## config.mk

```make
export PLATFORM = sky130hd
export DESIGN_NAME = ib_vnu_f1_array
export DESIGN_NICKNAME = d
export VERILOG_FILES = /design/src/rtl/ib_vnu_f1_array.sv
export SDC_FILE = /design/constraint.sdc
export NUM_CORES = 2
export LEC_CHECK = 0
export BUFFER_PORTS_ARGS = -buffer_cell sky130_fd_sc_hd__buf_2
export CORE_MARGIN = 5
export CORE_UTILIZATION = 55
export CTS_CLUSTER_DIAMETER = 200
export DETAILED_ROUTE_END_ITERATION = 10
export GPL_ROUTABILITY_DRIVEN = 0
export PLACE_DENSITY = 0.72
export SYNTH_ARGS = -nofsm -noshare
export SYNTH_HDL_FRONTEND = slang
export SYNTH_SLANG_ARGS = --single-unit
```

## constraint.sdc

```tcl
create_clock -name read_clk -period 2.4 [get_ports read_clk]
set_input_delay 0.24 -clock read_clk [delete_from_list [all_inputs] [get_ports read_clk]]
set_output_delay 0.24 -clock read_clk [all_outputs]
set_load 0.005 [all_outputs]
```

## src/rtl/ib_vnu_f1_array.sv

```systemverilog
// Parallel variable-node LUT lookup: LANE_NUM lanes share a multi-frame table, with a fixed
// 2-cycle read pipeline, per-frame load tracking and a PIPELINE_DEPTH delay line for c2v_2.
module ib_vnu_f1_array #(
   parameter int QUAN_SIZE       = 4,
   parameter int LANE_NUM        = 2,
   parameter int PIPELINE_DEPTH  = 3,
   parameter int MULTI_FRAME_NUM = 2,
   parameter int FRAME_W         = (MULTI_FRAME_NUM > 1) ? $clog2(MULTI_FRAME_NUM) : 1
) (
   input  logic                          read_clk,
   input  logic                          rstn,
   input  logic                          in_valid,
   input  logic [FRAME_W-1:0]            read_addr_offset,
   input  logic [LANE_NUM*QUAN_SIZE-1:0] t00,
   input  logic [LANE_NUM*QUAN_SIZE-1:0] c2v_1,
   input  logic [LANE_NUM*QUAN_SIZE-1:0] c2v_2,
   input  logic [LANE_NUM-1:0]           tran_en_in,
   input  logic                          lut_we,
   input  logic [FRAME_W-1:0]            lut_wr_frame,
   input  logic [2*QUAN_SIZE-1:0]        lut_wr_addr,
   input  logic [QUAN_SIZE-1:0]          lut_wr_data,
   input  logic                          lut_commit,
   output logic [LANE_NUM*QUAN_SIZE-1:0] v2c,
   output logic [LANE_NUM*QUAN_SIZE-1:0] dn_in,
   output logic [LANE_NUM*QUAN_SIZE-1:0] e_reg2,
   output logic [LANE_NUM-1:0]           tran_en_out,
   output logic [FRAME_W-1:0]            read_addr_offset_out,
   output logic                          out_valid,
   output logic                          lut_miss,
   output logic [MULTI_FRAME_NUM-1:0]    frame_loaded
);

   localparam int ADDR_W = FRAME_W + 2*QUAN_SIZE;
   localparam int DEPTH  = 1 << ADDR_W;
   localparam int BUS_W  = LANE_NUM*QUAN_SIZE;

   // Handshake: in_valid qualifies one lookup per cycle with no backpressure (no ready);
   // out_valid/lut_miss follow exactly two cycles later and are never stalled.

   logic [QUAN_SIZE-1:0] mem [DEPTH];
   logic [ADDR_W-1:0]    rd_addr [LANE_NUM];

   logic [QUAN_SIZE-1:0] rd_s1 [LANE_NUM];
   logic [LANE_NUM-1:0]  tran_s1;
   logic [FRAME_W-1:0]   off_s1;
   logic                 valid_s1;
   logic                 hit_s1;

   logic [BUS_W-1:0]     e_pipe [PIPELINE_DEPTH];

   always_comb begin
      for (int k = 0; k < LANE_NUM; k++) begin
         rd_addr[k] = {read_addr_offset, t00[k*QUAN_SIZE +: QUAN_SIZE], c2v_1[k*QUAN_SIZE +: QUAN_SIZE]};
      end
   end

   // Table contents are deliberately not reset.
   always_ff @(posedge read_clk) begin
      if (lut_we) begin
         mem[{lut_wr_frame, lut_wr_addr}] <= lut_wr_data;
      end
   end

   // Stage 1: synchronous table read; the non-blocking read sees the pre-write contents,
   // so a write landing on the same edge is visible only to the next lookup.
   always_ff @(posedge read_clk or negedge rstn) begin
      if (!rstn) begin
         for (int k = 0; k < LANE_NUM; k++) rd_s1[k] <= '0;
         tran_s1  <= '0;
         off_s1   <= '0;
         valid_s1 <= 1'b0;
         hit_s1   <= 1'b0;
      end else begin
         for (int k = 0; k < LANE_NUM; k++) rd_s1[k] <= mem[rd_addr[k]];
         tran_s1  <= tran_en_in;
         off_s1   <= read_addr_offset;
         valid_s1 <= in_valid;
         hit_s1   <= frame_loaded[read_addr_offset];
      end
   end

   always_ff @(posedge read_clk or negedge rstn) begin
      if (!rstn) begin
         dn_in                <= '0;
         v2c                  <= '0;
         tran_en_out          <= '0;
         read_addr_offset_out <= '0;
         out_valid            <= 1'b0;
         lut_miss             <= 1'b0;
      end else begin
         for (int k = 0; k < LANE_NUM; k++) begin
            dn_in[k*QUAN_SIZE +: QUAN_SIZE] <= rd_s1[k];
            v2c[k*QUAN_SIZE +: QUAN_SIZE]   <= tran_s1[k] ? ~rd_s1[k] : rd_s1[k];
         end
         tran_en_out          <= tran_s1;
         read_addr_offset_out <= off_s1;
         out_valid            <= valid_s1 & hit_s1;
         lut_miss             <= valid_s1 & ~hit_s1;
      end
   end

   // Commit wins over a same-cycle write to the same frame (write lands, then frame is marked).
   always_ff @(posedge read_clk or negedge rstn) begin
      if (!rstn) begin
         frame_loaded <= '0;
      end else begin
         for (int f = 0; f < MULTI_FRAME_NUM; f++) begin
            if (lut_wr_frame == FRAME_W'(f)) begin
               if (lut_commit)  frame_loaded[f] <= 1'b1;
               else if (lut_we) frame_loaded[f] <= 1'b0;
            end
         end
      end
   end

   always_ff @(posedge read_clk or negedge rstn) begin
      if (!rstn) begin
         for (int i = 0; i < PIPELINE_DEPTH; i++) e_pipe[i] <= '0;
      end else begin
         e_pipe[0] <= c2v_2;
         for (int i = 1; i < PIPELINE_DEPTH; i++) e_pipe[i] <= e_pipe[i-1];
      end
   end

   assign e_reg2 = e_pipe[PIPELINE_DEPTH-1];

endmodule

```

# == Word-level counts from Yosys, hierarchy flattened ==
# Memories as Yosys holds them, arrays and structs flattened. A register that Yosys moved wholly into a read port is not among the register bits.
# Index checks and enable logic that the tools add are counted.
# op_classes
muxes,8
bitwise,6
reduce_logical,5
n_lt_le_gt_ge,1
# op_table
op,count
2-to-1 mux 4 bit,2
inverter 4 bit,2
2-to-1 mux 1 bit,6
AND reduction 2 bit,2
AND 1 bit,2
logical NOT 1 bit,2
less-than comparator 1 x 2 -> 1 bit (second input constant),1
inverter 1 bit,2
nonzero test 2 bit,1
# word_totals
ram_bits,2048
reg_bits,52
output_inout_bits,31
in_bits,45
n_memories,1
# memory_table
name,words,word_bits,read_ports,rd_ports_with_merged_regs,write_ports,line_no,rtl
mem,512,4,2,2,1,40,logic [QUAN_SIZE-1:0] mem [DEPTH];

# == Longest topological paths before layout ==
# depth
depth_word,2
mapped_depth,13
ltp_nobuf,7

# == Worst setup path before layout ==
# No wires, ideal clock.
# synth_path
path_kind,input-to-reg
start,input port c2v_1[4]
end,register rd_s1[1] (netlist bit) (read register of mem)
stages,10
arrival_time_ps,2131
t_required_ps,2304
n_path_buf,3
path_slack_ps,174
cell_sequence,buf_6 > buf_12 > buf_12 > mux2i_1 > o221ai_2 > nor3_1 > or4_1 > nor4_1 > nand4_1 > nor4_2
# synth_rtl
element,line_no,rtl
"start, declared",15,"input logic [LANE_NUM*QUAN_SIZE-1:0] c2v_1,"
"end, declared",43,logic [QUAN_SIZE-1:0] rd_s1 [LANE_NUM];

==> impl_metrics.py <==
metrics = {
    "hold_path": {
        "min_to": "tran_s1[0]$_DFF_PN0_",
        "hold_class": "in -> reg",
        "worstHoldPathCells": 2,
        "min_from": "tran_en_in[0]",
    },
    "routing": {
        "wl_met1_um": 109000,
        "route.detailed.drc": 0,
        "routed-wl-met3_um": 41000,
        "via_per_inst": 7.18,
        "drtIter0Drc": 10200,
        "dr_wl_met2_um": 149000,
        "totalWireLength_um": 325000,
        "route.vias.total": 67300,
        "dr.pass1.iters": 7,
        "wl_per_cell_um": 34.7,
        "top_layer_used": "met5",
        "ant_nets": 0,
    },
    "pwr": {
        "leakage_nw": 39.5,
        "ir_drop_v": 0.000743,
        "power_density_nw_per_um2": 692,
    },
    "timing": {
        "fmax_mhz": 390,
        "fin_ws_ns": -0.163,
        "worstMarginPinSlew_ns": 0.978,
        "rsz0062_at_grt": "yes",
        "slew_violations": 0,
        "hold_viol": 0,
        "setup_violations": 5,
        "tns_ns": -0.374,
        "fin_skew_ns": 0.0326,
        "fin_crit_sh_pct": 107,
        "slew_headroom_pct": 34.3,
        "fin_crit_ns": 2.56,
    },
    "global_routing": {
        "grt_max_degree": 129,
        "grt_remaining_overflow": 0,
        "grtUsageTotal_pct": 33.6,
        "antenna_found_initial": 17,
        "grt_pass1_vias": 67800,
        "grt_first_pass_wirelength_um": 469000,
    },
    "run": {
        "cap_viol_max_count": 0,
    },
    "place": {
        "placed_cells": 8946,
        "place_hpwl_um": 219000,
        "io_buffers": 75,
    },
    "clock_tree": {
        "cts-root-buf": "clkbuf_16",
        "insertion_delay_ns": 0.85,
        "cts_sinks": 2108,
        "cts_buffer_depth": 3,
        "clk_pin_slew_ns": 0.07,
        "htree_levels": 4,
        "cts-buffers-inserted": 211,
        "cts_tree": "built",
    },
    "floorplan": {
        "core_area_um2": 183000,
        "fp.dieArea_um2": 192000,
        "initial_core_util_pct": 55.1,
        "rows": 157,
        "pin_count": 76,
        "die_y_um": 438,
        "fp.dieW_um": 438,
    },
    "logic_synthesis": {
        "synthTopCellsByCount": "edfxtp_1 (2,048), mux2i_1 (764), mux4_2 (658)",
        "ys_types": 78,
        "synth-edff-count": 2048,
        "synth_most_common_cell": "edfxtp_1",
        "ys_ff_latch": 2108,
        "ys_async_sr_fraction_pct": 2.85,
        "synth_cells": 6125,
        "yosysSeqAreaShare_pct": 62.6,
        "synth_flop_cell": "edfxtp_1",
        "synth.area.top_cells": "edfxtp_1 (61%), mux4_2 (15%), mux2i_1 (7.6%)",
        "yosysTopAreaCell": "edfxtp_1",
        "syn-cell-area_um2": 101000,
        "synth_top_cell_area_share_pct": 61.1,
        "syn_avg_cell_area_um2": 16.4,
        "ys_warn_count": 0,
        "syn_nets": 6170,
    },
    "finish": {
        "final_cells": 9373,
        "area_growth_syn_to_layout_pct": 16.4,
        "nFillCells": 12500,
        "nNetsFinal": 6846,
        "drive_gt1_share_pct": 29.1,
        "final_util_pct": 64.2,
    },
    "setup_path": {
        "critPathCaptureType": "flop",
        "worstReg2RegEnd": "rd_s1[7]$_DFF_PN0_",
        "crit_start": "mem[389][3]$_DFFE_PP_",
        "worst_r2r_path_depth": 8,
        "crit_arrival_ns": 3.32,
        "worstPathRequired_ns": 3.16,
        "reg2reg_from": "mem[389][3]$_DFFE_PP_",
        "ff2ff_setup_slack_ns": -0.16,
        "cp_max_fo": 2,
        "critPathLaunchType": "flop",
        "path_class": "reg -> reg",
    },
    "outcome": {
        "status": "complete, but fails checks",
        "violations": "setup timing",
    },
}
[power breakdown]
group	total [mW]	internal (mW)	switching, mW
Combinational	7.92	3.27	4.65
Clock	32.5	18.2	14.3
Sequential	40.7	40.5	0.139
[worst max-delay path, cell delays in order (launching register included)]
cell and delay (ns):
edfxtp_1 0.37, mux2i_1 0.08, o221ai_1 0.18, buf_4 0.17, nor4_1 0.07, or4_4 0.54, a2111oi_4 0.61, nand3_1 0.19
a211oi_2 0.24
[how the worst max path moves through the flow]
stage,cells after the start,endpoint,slack (ns)
final,8,rd_s1[7]$_DFF_PN0_,-0.16
after floorplan,10,rd_s1[1]$_DFF_PN0_,0.17
after global placement,10,rd_s1[7]$_DFF_PN0_,-1.08
after global routing,7,rd_s1[7]$_DFF_PN0_,-0.26
after CTS,8,rd_s1[7]$_DFF_PN0_,-0.14
after detailed placement,11,rd_s1[7]$_DFF_PN0_,-1.08
[cells by family (layout without fill, tap and decap cells)]
logic type	after synthesis	in the layout	share of synthesized area [%]
AOI/OAI and AO/OA	946	946	6.73
buffers and inverters	524	1377	3.19
xor gates and xnor gates	8	8	0.0696
DFF	2108	2108	62.6
other	0	10	0
and+or+nand+nor	1098	1098	4.81
muxes	1441	1441	22.6
[cell type report]
cell class	instances	area, um2	area share, %
Antenna cell	10	25.0	0.0213
Clock buffer	266	5710	4.87
Clock inverter	124	1040	0.887
Inverter	7	37.5	0.0320
Multi-Input combinational cell	3493	34900	29.8
Sequential cell	2108	63000	53.7
Tap cell	2385	2980	2.55
Timing Repair Buffer	980	9540	8.14
[cells in the final DEF, fill, tap and decap left out, types with 21 or more instances in the layout]
cell type,count
clkbuf_1,39
a31oi_1,21
o22ai_1,153
buf_4,706
buf_2,62
nor4_1,22
o21ai_0,70
a22oi_1,40
nor2_1,567
dfrtp_1,60
mux4_2,658
clkinv_2,47
buf_12,177
dlygate4sd3_1,26
clkinv_1,31
o221ai_1,331
nand4_1,25
a21oi_1,197
edfxtp_1,2048
nor3_1,83
clkbuf_16,217
nand2_1,203
mux2i_1,760
nand3_1,54
[through the flow]
stage	hold WS (ns)	power [mW]	cell area (um2)	setup slack (ns)
finish	0.0432	81.1	117000	-0.163
global route	0.0264	83.1	117000	-0.256
CTS	0.00124	81.0	117000	-0.136
detailed placement	0.238	49.0	110000	-1.08
global placement	0.217	48.9	110000	-1.08
floorplan	-0.0556	45.3	101000	0.174
[registers in the layout, summed over array words and instances (netlist names), 2 cells and up]
name          count
dn_in             8
e_pipe           16
e_reg2            8
frame_loaded      2
mem            2048
rd_s1             8
tran_en_out       2
tran_s1           2
v2c               8
[routing by layer]
layer	track usage, %	vias up
li1	-	26900
met1	42.8	33700
met2	51.9	5347
met3	8.59	1313
met4	21.2	10
met5	0	-
[timing repair]
item	4_1_cts	5_1_grt
pin swaps	4	24
buffers inserted	0	2
hold endpoints to repair	296	0
hold buffers	27	0
resized for setup	16	39
setup endpoints to repair	7	8
Power figures use the tool's default switching activity.
